### src/rtl/note_synth_if.sv
// Bus bundle for note_synth: note grid input, play control and the
// valid/ready audio sample output with its status flags.
`timescale 1ns/1ps
interface note_synth_if;
   logic [31:0]        note_in;
   logic               note_strobe;
   logic               play_en;
   logic               sample_ready;
   logic signed [23:0] sample_out;
   logic               sample_valid;
   logic [2:0]         active_voices;
   logic               overrun;

   modport master (
      output note_in, note_strobe, play_en, sample_ready,
      input  sample_out, sample_valid, active_voices, overrun
   );

   modport slave (
      input  note_in, note_strobe, play_en, sample_ready,
      output sample_out, sample_valid, active_voices, overrun
   );
endinterface

### src/rtl/note_synth.sv
// note_synth: six square-wave voices (one per guitar string) mixed into a
// 24-bit signed sample once per audio tick.
// Optional envelope decay is enabled by defining NOTE_SYNTH_DECAY_EN.
//
// state   | meaning
// IDLE    | waiting for the next sample tick
// ACCUM   | summing voices 0..5, one per cycle
// PRESENT | loading the finished sum into sample_out
`timescale 1ns/1ps
module note_synth #(
   parameter int SAMPLE_DIV = 1042,
   parameter int AMP_SHIFT  = 11
) (
   input logic         clk,
   input logic         resetn,
   note_synth_if.slave bus
);
   localparam int            CW     = $clog2(SAMPLE_DIV);
   localparam logic [CW-1:0] RELOAD = CW'(SAMPLE_DIV - 1);

   // Phase increments per 48 kHz sample, index = string*5 + fret.
   localparam logic [9:0] INC_TAB [30] = '{
      10'd113, 10'd119, 10'd126, 10'd134, 10'd142,
      10'd150, 10'd159, 10'd169, 10'd179, 10'd189,
      10'd200, 10'd212, 10'd225, 10'd238, 10'd253,
      10'd268, 10'd284, 10'd300, 10'd318, 10'd337,
      10'd337, 10'd357, 10'd378, 10'd401, 10'd425,
      10'd450, 10'd477, 10'd505, 10'd535, 10'd567
   };

   typedef enum logic [1:0] {IDLE, ACCUM, PRESENT} state_t;
   state_t state, state_nxt;

   logic [CW-1:0]      cnt;
   logic               tick;
   logic [29:0]        shadow;
   logic               pend;
   logic               apply;
   logic [15:0]        phase [6];
   logic [9:0]         inc [6];
   logic [7:0]         env [6];
   logic [5:0]         act;
   logic [5:0]         new_act;
   logic [9:0]         new_inc [6];
   logic [2:0]         new_cnt;
   logic [2:0]         vidx;
   logic signed [23:0] acc;
   logic signed [23:0] term;
   logic               accum_en;
   logic               present_en;

   assign tick  = (cnt == '0);
   assign apply = tick & pend;

   // Sample-rate down-counter; tick on terminal count, then reload.
   always_ff @(posedge clk or negedge resetn) begin
      if (!resetn)   cnt <= RELOAD;
      else if (tick) cnt <= RELOAD;
      else           cnt <= cnt - CW'(1);
   end

   // Shadow latch; a pending note is consumed by the next tick, so a strobe
   // landing on a tick waits for the following one.
   always_ff @(posedge clk or negedge resetn) begin
      if (!resetn) begin
         shadow <= '0;
         pend   <= 1'b0;
      end else if (bus.note_strobe) begin
         shadow <= bus.note_in[29:0];
         pend   <= 1'b1;
      end else if (tick) begin
         pend   <= 1'b0;
      end
   end

   // Decode the shadow grid: highest set fret per string wins.
   always_comb begin
      new_cnt = '0;
      for (int s = 0; s < 6; s++) begin
         new_act[s] = 1'b0;
         new_inc[s] = '0;
         for (int f = 0; f < 5; f++) begin
            if (shadow[5'(6*f + s)]) begin
               new_act[s] = 1'b1;
               new_inc[s] = INC_TAB[5'(s*5 + f)];
            end
         end
         new_cnt = new_cnt + 3'(new_act[s]);
      end
   end

`ifdef NOTE_SYNTH_DECAY_EN
   logic [7:0] decay_cnt;
   logic       decay_step;
   assign decay_step = tick & (decay_cnt == 8'hFF);

   // Counts ticks since the last apply; every 256th tick steps envelopes down.
   always_ff @(posedge clk or negedge resetn) begin
      if (!resetn)    decay_cnt <= '0;
      else if (apply) decay_cnt <= '0;
      else if (tick)  decay_cnt <= decay_cnt + 8'd1;
   end
`endif

   // Voice state: restart on apply, otherwise advance the voice being summed.
   always_ff @(posedge clk or negedge resetn) begin
      if (!resetn) begin
         for (int s = 0; s < 6; s++) begin
            phase[s] <= '0;
            inc[s]   <= '0;
            env[s]   <= '0;
         end
         act               <= '0;
         bus.active_voices <= '0;
      end else if (apply) begin
         for (int s = 0; s < 6; s++) begin
            phase[s] <= '0;
            inc[s]   <= new_inc[s];
            env[s]   <= new_act[s] ? 8'd255 : 8'd0;
         end
         act               <= new_act;
         bus.active_voices <= new_cnt;
      end else begin
         if (accum_en) phase[vidx] <= phase[vidx] + 16'(inc[vidx]);
`ifdef NOTE_SYNTH_DECAY_EN
         if (decay_step) begin
            for (int s = 0; s < 6; s++)
               if (env[s] != 8'd0) env[s] <= env[s] - 8'd1;
         end
`endif
      end
   end

   // Square-wave term of the current voice, from its pre-increment phase.
   always_comb begin
      term = '0;
      if (bus.play_en && act[vidx]) begin
         term = $signed({16'd0, env[vidx]}) <<< AMP_SHIFT;
         if (phase[vidx][15]) term = -term;
      end
   end

   // FSM state register.
   always_ff @(posedge clk or negedge resetn) begin
      if (!resetn) state <= IDLE;
      else         state <= state_nxt;
   end

   // FSM next-state logic.
   always_comb begin
      state_nxt = state;
      case (state)
         IDLE:    if (tick) state_nxt = ACCUM;
         ACCUM:   if (vidx == 3'd5) state_nxt = PRESENT;
         PRESENT: state_nxt = IDLE;
         default: state_nxt = IDLE;
      endcase
   end

   // FSM outputs.
   always_comb begin
      accum_en   = (state == ACCUM);
      present_en = (state == PRESENT);
   end

   // Accumulator; cleared whenever idle so a reset or new tick starts fresh.
   always_ff @(posedge clk or negedge resetn) begin
      if (!resetn) begin
         acc  <= '0;
         vidx <= '0;
      end else if (accum_en) begin
         acc  <= acc + term;
         vidx <= vidx + 3'd1;
      end else if (!present_en) begin
         acc  <= '0;
         vidx <= '0;
      end
   end

   // Output register with valid/ready handshake and sticky overrun.
   always_ff @(posedge clk or negedge resetn) begin
      if (!resetn) begin
         bus.sample_out   <= '0;
         bus.sample_valid <= 1'b0;
         bus.overrun      <= 1'b0;
      end else if (present_en) begin
         bus.sample_out   <= acc;
         bus.sample_valid <= 1'b1;
         if (bus.sample_valid && !bus.sample_ready) bus.overrun <= 1'b1;
      end else if (bus.sample_valid && bus.sample_ready) begin
         bus.sample_valid <= 1'b0;
      end
   end
endmodule
### src/flat_wrapper.sv
// flat-port wrapper written by rule: the top's interface ports become plain ports
module note_synth_flat 
#(
   parameter int SAMPLE_DIV = 1042,
   parameter int AMP_SHIFT  = 11
)
  (clk, resetn, bus_note_in, bus_note_strobe, bus_play_en, bus_sample_ready, bus_sample_out, bus_sample_valid, bus_active_voices, bus_overrun);
  note_synth_if bus_i ();
  input logic clk;
  input logic resetn;
  input wire logic [$bits(bus_i.note_in)-1:0] bus_note_in;
  input wire logic [$bits(bus_i.note_strobe)-1:0] bus_note_strobe;
  input wire logic [$bits(bus_i.play_en)-1:0] bus_play_en;
  input wire logic [$bits(bus_i.sample_ready)-1:0] bus_sample_ready;
  output wire logic [$bits(bus_i.sample_out)-1:0] bus_sample_out;
  output wire logic [$bits(bus_i.sample_valid)-1:0] bus_sample_valid;
  output wire logic [$bits(bus_i.active_voices)-1:0] bus_active_voices;
  output wire logic [$bits(bus_i.overrun)-1:0] bus_overrun;
  assign bus_i.note_in = bus_note_in;
  assign bus_i.note_strobe = bus_note_strobe;
  assign bus_i.play_en = bus_play_en;
  assign bus_i.sample_ready = bus_sample_ready;
  assign bus_sample_out = bus_i.sample_out;
  assign bus_sample_valid = bus_i.sample_valid;
  assign bus_active_voices = bus_i.active_voices;
  assign bus_overrun = bus_i.overrun;
  note_synth #(.SAMPLE_DIV(SAMPLE_DIV), .AMP_SHIFT(AMP_SHIFT)) u_core (.clk(clk), .resetn(resetn), .bus(bus_i));
endmodule
### config.mk
export PLATFORM = sky130hd
export DESIGN_NAME = note_synth_flat
export DESIGN_NICKNAME = d
export VERILOG_FILES = /design/src/rtl/note_synth_if.sv /design/src/rtl/note_synth.sv /design/src/flat_wrapper.sv
export SDC_FILE = /design/constraint.sdc
export NUM_CORES = 1
export LEC_CHECK = 0
export CORE_MARGIN = 4
export CORE_UTILIZATION = 59
export DETAILED_ROUTE_END_ITERATION = 10
export PLACE_DENSITY_LB_ADDON = 0.3
export SLEW_MARGIN = 10
export SYNTH_ARGS = -nofsm -noshare
export SYNTH_HDL_FRONTEND = slang
export SYNTH_SLANG_ARGS = --single-unit
### constraint.sdc
create_clock -name clk -period 5.8 [get_ports clk]
set_input_delay 0.58 -clock clk [delete_from_list [all_inputs] [get_ports clk]]
set_output_delay 0.58 -clock clk [all_outputs]
set_load 0.005 [all_outputs]
# Word-level counts from Yosys, hierarchy flattened
# Cells that the tools add are included.
# W data, S select, Z words.
# totals
ff_bits,296
out_inout_bits,29
elab_cells,130
inputBits,37
# op_classes
eq_ne,6
order_cmp,3
n_mux,68
n_bitwise,2
n_reduce_logical,12
addsub,10
# op_table
cell,count
$mux W96,2
$mux W8,14
$bwmux W96,1
$mux W24,4
$mux W10,8
$bmux W16 S3,1
$demux W16 S3,1
$mux W16,3
$bmux W10 S3,1
$add A24 B24 Y24,1
$bmux W8 S3,1
$neg A19 Y24,1
$mux W1,21
$mux W7,3
$add A16 B10 Y16,1
$add A3 B1 Y3,4
$logic_not A11 Y1,1
$mux W11,1
$sub A11 B1 Y11 const B,1
$mux W9,1
$mux W3,2
$reduce_bool A2 Y1,3
$ge A4 B4 Y1 const B,1
$logic_and A1 B1 Y1,4
17 further kinds,20

# Longest topological paths before layout
# depth
depth_word,9
depth_mapped,17
mapped_depth_nobuf,14

# Least setup slack after synthesis
# No wires, ideal clock.
# synth_timing
path_kind,reg2reg
startpoint,register u_core.vidx[0]
endpoint,register u_core.phase[30] in the netlist's numbering
path_buffers,4
slack_ns,1.729
setup_ns,0.140
t_required_ns,5.660
arrival_ns,3.931
path_stages_with_launch,17
synth_period_minus_slack_ns,4.071
path_cell_list,dfrtp_1 buf_2 buf_2 buf_1 clkbuf_1 a21oi_1 a31oi_1 nor2_1 ha_1 fa_1 a21o_1 a21oi_1 o21ai_0 o211ai_1 and3b_1 xnor2_1 a211oi_2
# synth_via
elab_chain_len,8
elab_cells_between_ends,16
cone_classes,add/sub: 1; order compare: 2; mux: 11; bitwise: 1; reduce/logical: 1
# synth_rtl
element,line_no,rtl
start: declaration,note_synth.sv:46,logic [2:0] vidx;
start signal: assignment,note_synth.sv:173,vidx <= vidx + 3'd1;
$not A3 Y4 (not written as such) (*),note_synth.sv:124,if (accum_en) phase[vidx] <= phase[vidx] + 16'(inc[vidx]);
"$bmux W16 S3, or another cell as far along",note_synth.sv:124,
"$mux W16 (not written as such), or another cell as far along",note_synth.sv:124,
$mux W16 (not written as such) or $mux W10 (tied branches),note_synth.sv:124,
$add A16 B10 Y16 or $demux W16 S3 (tied branches),note_synth.sv:124,
$bwmux W96 (*),note_synth.sv:124,
$mux W96 (*),note_synth.sv:124,
$mux W96 (*),note_synth.sv:115,end else if (apply) begin
end signal: indexed assignment,note_synth.sv:124,
end: declaration,note_synth.sv:39,logic [15:0] phase [6];
# Every way passes the cells marked *; elsewhere a longest branch is shown, timed or not. The select of a mux whose other input is x is not followed.
# A chain may end at the register's enable or synchronous reset.

# Final worst setup path
# layout_timing
startpoint,register u_core.vidx[2]
endpoint,register u_core.phase[60] in the netlist's numbering
# Same word-level chain as after synthesis.

==> key figures <==
Placed design
  • Estimated wirelength of the detail-placed design: 14.5 mm
  • Minimum setup slack after placement: 1.57 ns
  • GPL Wtd Cong: 0.875
  • Buffers on Ports: 38

Finish
  • Area added between synthesis and finish: 10.8%
  • Area of the multi-input gates: 4570 um2
  • Filler instances: 1313
  • Net total in the final layout: 1085
  • Area taken by flip-flops and latches: 4480 um2
  • Diode insertion count for antenna repair: 0
  • Share of final-layout standard cells stronger than drive strength 1: 9.59%

STA
  • Endpoints failing hold: 0
  • Final hold slack: 0.194 ns
  • Final Max Slew Viols: 0
  • Post-route clock skew: 0.0103 ns
  • Share of the clock period used by the worst path after layout: 74.6%
  • Worst path setup slack after routing: 1.47 ns
  • Final setup violation count: 0
  • Final setup TNS: 0 ns
  • Setup repair after global routing missed its margin: no
  • Worst rel slew slack: 35.3%
  • Slew at the pin with the worst max-slew slack: 0.961 ns
  • Post-layout min period: 4.33 ns
  • Achievable Freq: 0.231 GHz

Logic synthesis
  • Sequential area share after synthesis: 47.4%
  • Main combinational cell family by area after synthesis: simple AND/OR/NAND/NOR gates
  • Most numerous cell types in the synthesized netlist: 176 x sky130_fd_sc_hd__dfrtp_1, 174 x sky130_fd_sc_hd__nand2_1, 106 x sky130_fd_sc_hd__a21oi_1, 85 x sky130_fd_sc_hd__nor2_1, 52 x sky130_fd_sc_hd__o21ai_0
  • Yosys warning count: 0
  • Post-synth design cell area: 9460 um2
  • Post-synthesis register bit count: 179
  • Largest area contributor in the synthesized netlist: sky130_fd_sc_hd__dfrtp_1
  • Netlist cell types: 71
  • Share of synthesized area spent on multiplexers: 6.51%
  • Post-Synth XOR/XNOR Area: 2.69%
  • Most frequent cell after synthesis: sky130_fd_sc_hd__dfrtp_1
  • Number of synthesized flops with an enable pin: 0
  • Top cell type's share of synthesized area: 46.6%
  • Avg Inst Size Synth: 9.35 um2
  • Area fraction in compound gates after synthesis: 17.1%
  • Fraction of the mapped netlist area in adder cells: 4.10%
  • Share of async-settable or async-resettable flops after synthesis: 100%
  • Post-Synthesis Cells: 1011
  • Dominant synthesized flop cell: sky130_fd_sc_hd__dfrtp_1
  • Basic-gate share of the synthesized area counting and, or, nand and nor cells: 17.3%
  • Top post-synthesis cells by area: sky130_fd_sc_hd__dfrtp_1 47%, sky130_fd_sc_hd__nand2_1 6.9%, sky130_fd_sc_hd__a21oi_1 5.6%

Worst setup path
  • Critical Path AT: 4.67 ns
  • Critical Setup Path Class: flop to flop
  • Cell-by-cell listing of the critical path: buf_4 -> and2b_1 -> buf_4 -> a221oi_1 -> a21oi_1 -> fa_1 -> a21o_1 -> a21oi_1 -> o21ai_0 -> o211ai_1 -> nor4_1 -> or3b_2 -> a21oi_1
  • Worst Setup End Kind: flop
  • Slowest cell delay on critical path: 0.51 ns
  • Setup slack on the worst flop-to-flop path: 1.47 ns
  • Sum of buffers and inverters on the critical path: 2
  • Reg-to-reg endpoint: u_core.phase[60]$_DFFE_PN0P_
  • Crit path required time: 6.14 ns
  • Crit start category: flop
  • Reg2Reg Launch Point: u_core.vidx[2]$_DFFE_PN0P_
  • Most common cell on crit path: sky130_fd_sc_hd__a21oi_1
  • Kind of cell with the highest combined delay on the critical path: compound AO/OA/AOI/OAI gates
  • Number of cells on the worst reg-to-reg path: 13
  • Largest fanout on the critical path: 40
  • Cell with the largest stage delay on the worst path: sky130_fd_sc_hd__or3b_2

Die
  • Core Rows: 46
  • Die Span X: 135 um
  • Core ar.: 15800 um2
  • Vertical extent of the die: 135 um
  • Top-level port count: 66
  • Effective utilization at floorplan: 60.0%
  • Die Area: 18100 um2

Clock network
  • Maximum number of buffers from clock root to sink: 2
  • Source-to-sink clock delay at the later pin of the worst-skew pair: 0.43 ns
  • Buffers inserted by post-CTS timing repair: 0
  • Clock Pin Slew Worst Setup and Hold Paths: 0.06 ns
  • Clock H-tree levels: 4
  • Root buf cell: sky130_fd_sc_hd__clkbuf_16
  • Sinks on Clock Net: 179
  • Number of gates given a new drive strength after cts: 0
  • Clock tree from TritonCTS: done
  • Hold bufs inserted after CTS: 0
  • CTS Buf Count: 17

Run
  • Number of violations of the max-capacitance limit: 0

Detailed routing
  • Detailed router's first-iteration violation count: 788
  • DRC violation count after routing: 0
  • Final antenna-violating net count: 0
  • WL per Instance: 17.8 um
  • Total length of routed wires: 22.3 mm
  • First-pass iteration count of the detailed router: 5
  • Via count: 7538
  • Post-detailed-route via-to-cell ratio: 6.04

GRT
  • Remaining global-route overflow: 0
  • Via count of the first global-routing pass: 7188
  • Aggregate global-route resource usage: 25.4%
  • Largest net degree at the start of global routing: 88
  • Number of antenna violations at the first check in global routing: 0
  • Wire length of the first global-routing pass: 36.4 mm

Power
  • Worst ir drop on vdd: 0.225 mV
  • Leakage power figure: 4.65 nW
  • Pwr Density: 266 nW/um2
  • Overall power consumption: 0.00278 W

Outcome
  • Result of the run: finished, final reports clean

Hold path
  • Class of the tightest hold or removal check: primary input to asynchronous set/reset pin
## sequential cells by signal, summed over array words and instances (netlist names), 2 cells and up
| name | cells |
|---|---|
| u_core.phase | 96 |
| u_core.shadow | 16 |
| u_core.acc | 13 |
| u_core.bus.sample_out | 13 |
| u_core.inc | 13 |
| u_core.cnt | 11 |
| u_core.act | 5 |
| u_core.bus.active_voices | 3 |
| u_core.vidx | 3 |
| u_core.state | 2 |
## worst register-to-register path, delay by kind of cell, from the launching register on
family,cells,cell delay [ns]
AO/OA/AOI/OAI,7,1.57
adder cells (fa/ha/maj),1,0.45
buffers and inverters,2,0.70
flip-flops,1,0.36
AND/OR/NAND/NOR,3,1.16
## per-stage QoR
stage / instances / util [%] / area (um2)
2_1_floorplan: 1021 / - / 9500
3_3_place_gp: 1217 / 62.9 / 9920
3_5_place_dp: 1217 / 62.9 / 9920
4_1_cts: 1248 / 66.4 / 10500
5_1_grt: 1248 / 66.4 / 10500
6_report: 1248 / 66.4 / 10500
## layer usage
layer,part of all wire (%),track usage (%),up-vias
li1,-,-,3528
met1,43,34.2,3664
met2,47,41.2,284
met3,6.6,4.28,62
met4,3.1,10.3,0
met5,0,0,-
## power breakdown
part / switching [W] / internal, W
Combinational: 0.000159 / 0.000163
Sequential: 0.0000407 / 0.00132
Clock: 0.000478 / 0.000619
## layout by cell type (no fill, tap or decap), drive strengths merged, types with 5 or more instances in the layout
cell	count
dfrtp	176
nand2	174
a21oi	107
nor2	85
o21ai	54
clkdlybuf4s50	37
nand3	30
inv	27
xnor2	24
ha	23
mux2	22
a211oi	22
nor3	22
mux2i	21
clkbuf	21
buf	16
and3	12
conb	11
a22oi	9
clkinv	9
a21o	8
o221ai	8
mux4	7
a211o	7
nand2b	6
o21bai	6
or3b	6
xor2	5
nor2b	5
o211ai	5
fa	5
## final cells by class
| type | count | area share [%] |
|---|---|---|
| multi-input cells | 741 | 43.6 |
| flip-flops and latches | 179 | 42.8 |
| repair buffers | 53 | 4.72 |
| clock buffers | 21 | 4.49 |
| well taps | 216 | 2.58 |
| inverters | 28 | 1.00 |
| clock inverters | 10 | 0.812 |
## cell families (layout without fill, tap and decap cells)
group / Yosys count / after routing
buffers and inverters: 101 / 112
muxes: 50 / 50
DFF: 179 / 179
AOI/OAI and AO/OA: 258 / 258
adders and majority gates: 28 / 28
other: 1 / 11
xor gates and xnor gates: 29 / 29
and+or+nand+nor: 365 / 365
## how the worst max path moves through the flow
stage | startpoint | endpoint | cells after the start
after floorplan | u_core.vidx[0]$_DFFE_PN0P_ | u_core.phase[30]$_DFFE_PN0P_ | 16
after global placement | u_core.vidx[2]$_DFFE_PN0P_ | u_core.acc[23]$_DFFE_PN0P_ | 15
after detailed placement | u_core.vidx[2]$_DFFE_PN0P_ | u_core.phase[60]$_DFFE_PN0P_ | 13
after CTS | u_core.vidx[2]$_DFFE_PN0P_ | u_core.phase[60]$_DFFE_PN0P_ | 13
after global routing | u_core.vidx[2]$_DFFE_PN0P_ | u_core.acc[21]$_DFFE_PN0P_ | 15
final | u_core.vidx[2]$_DFFE_PN0P_ | u_core.phase[60]$_DFFE_PN0P_ | 13
(Power assumes the default switching activity.)
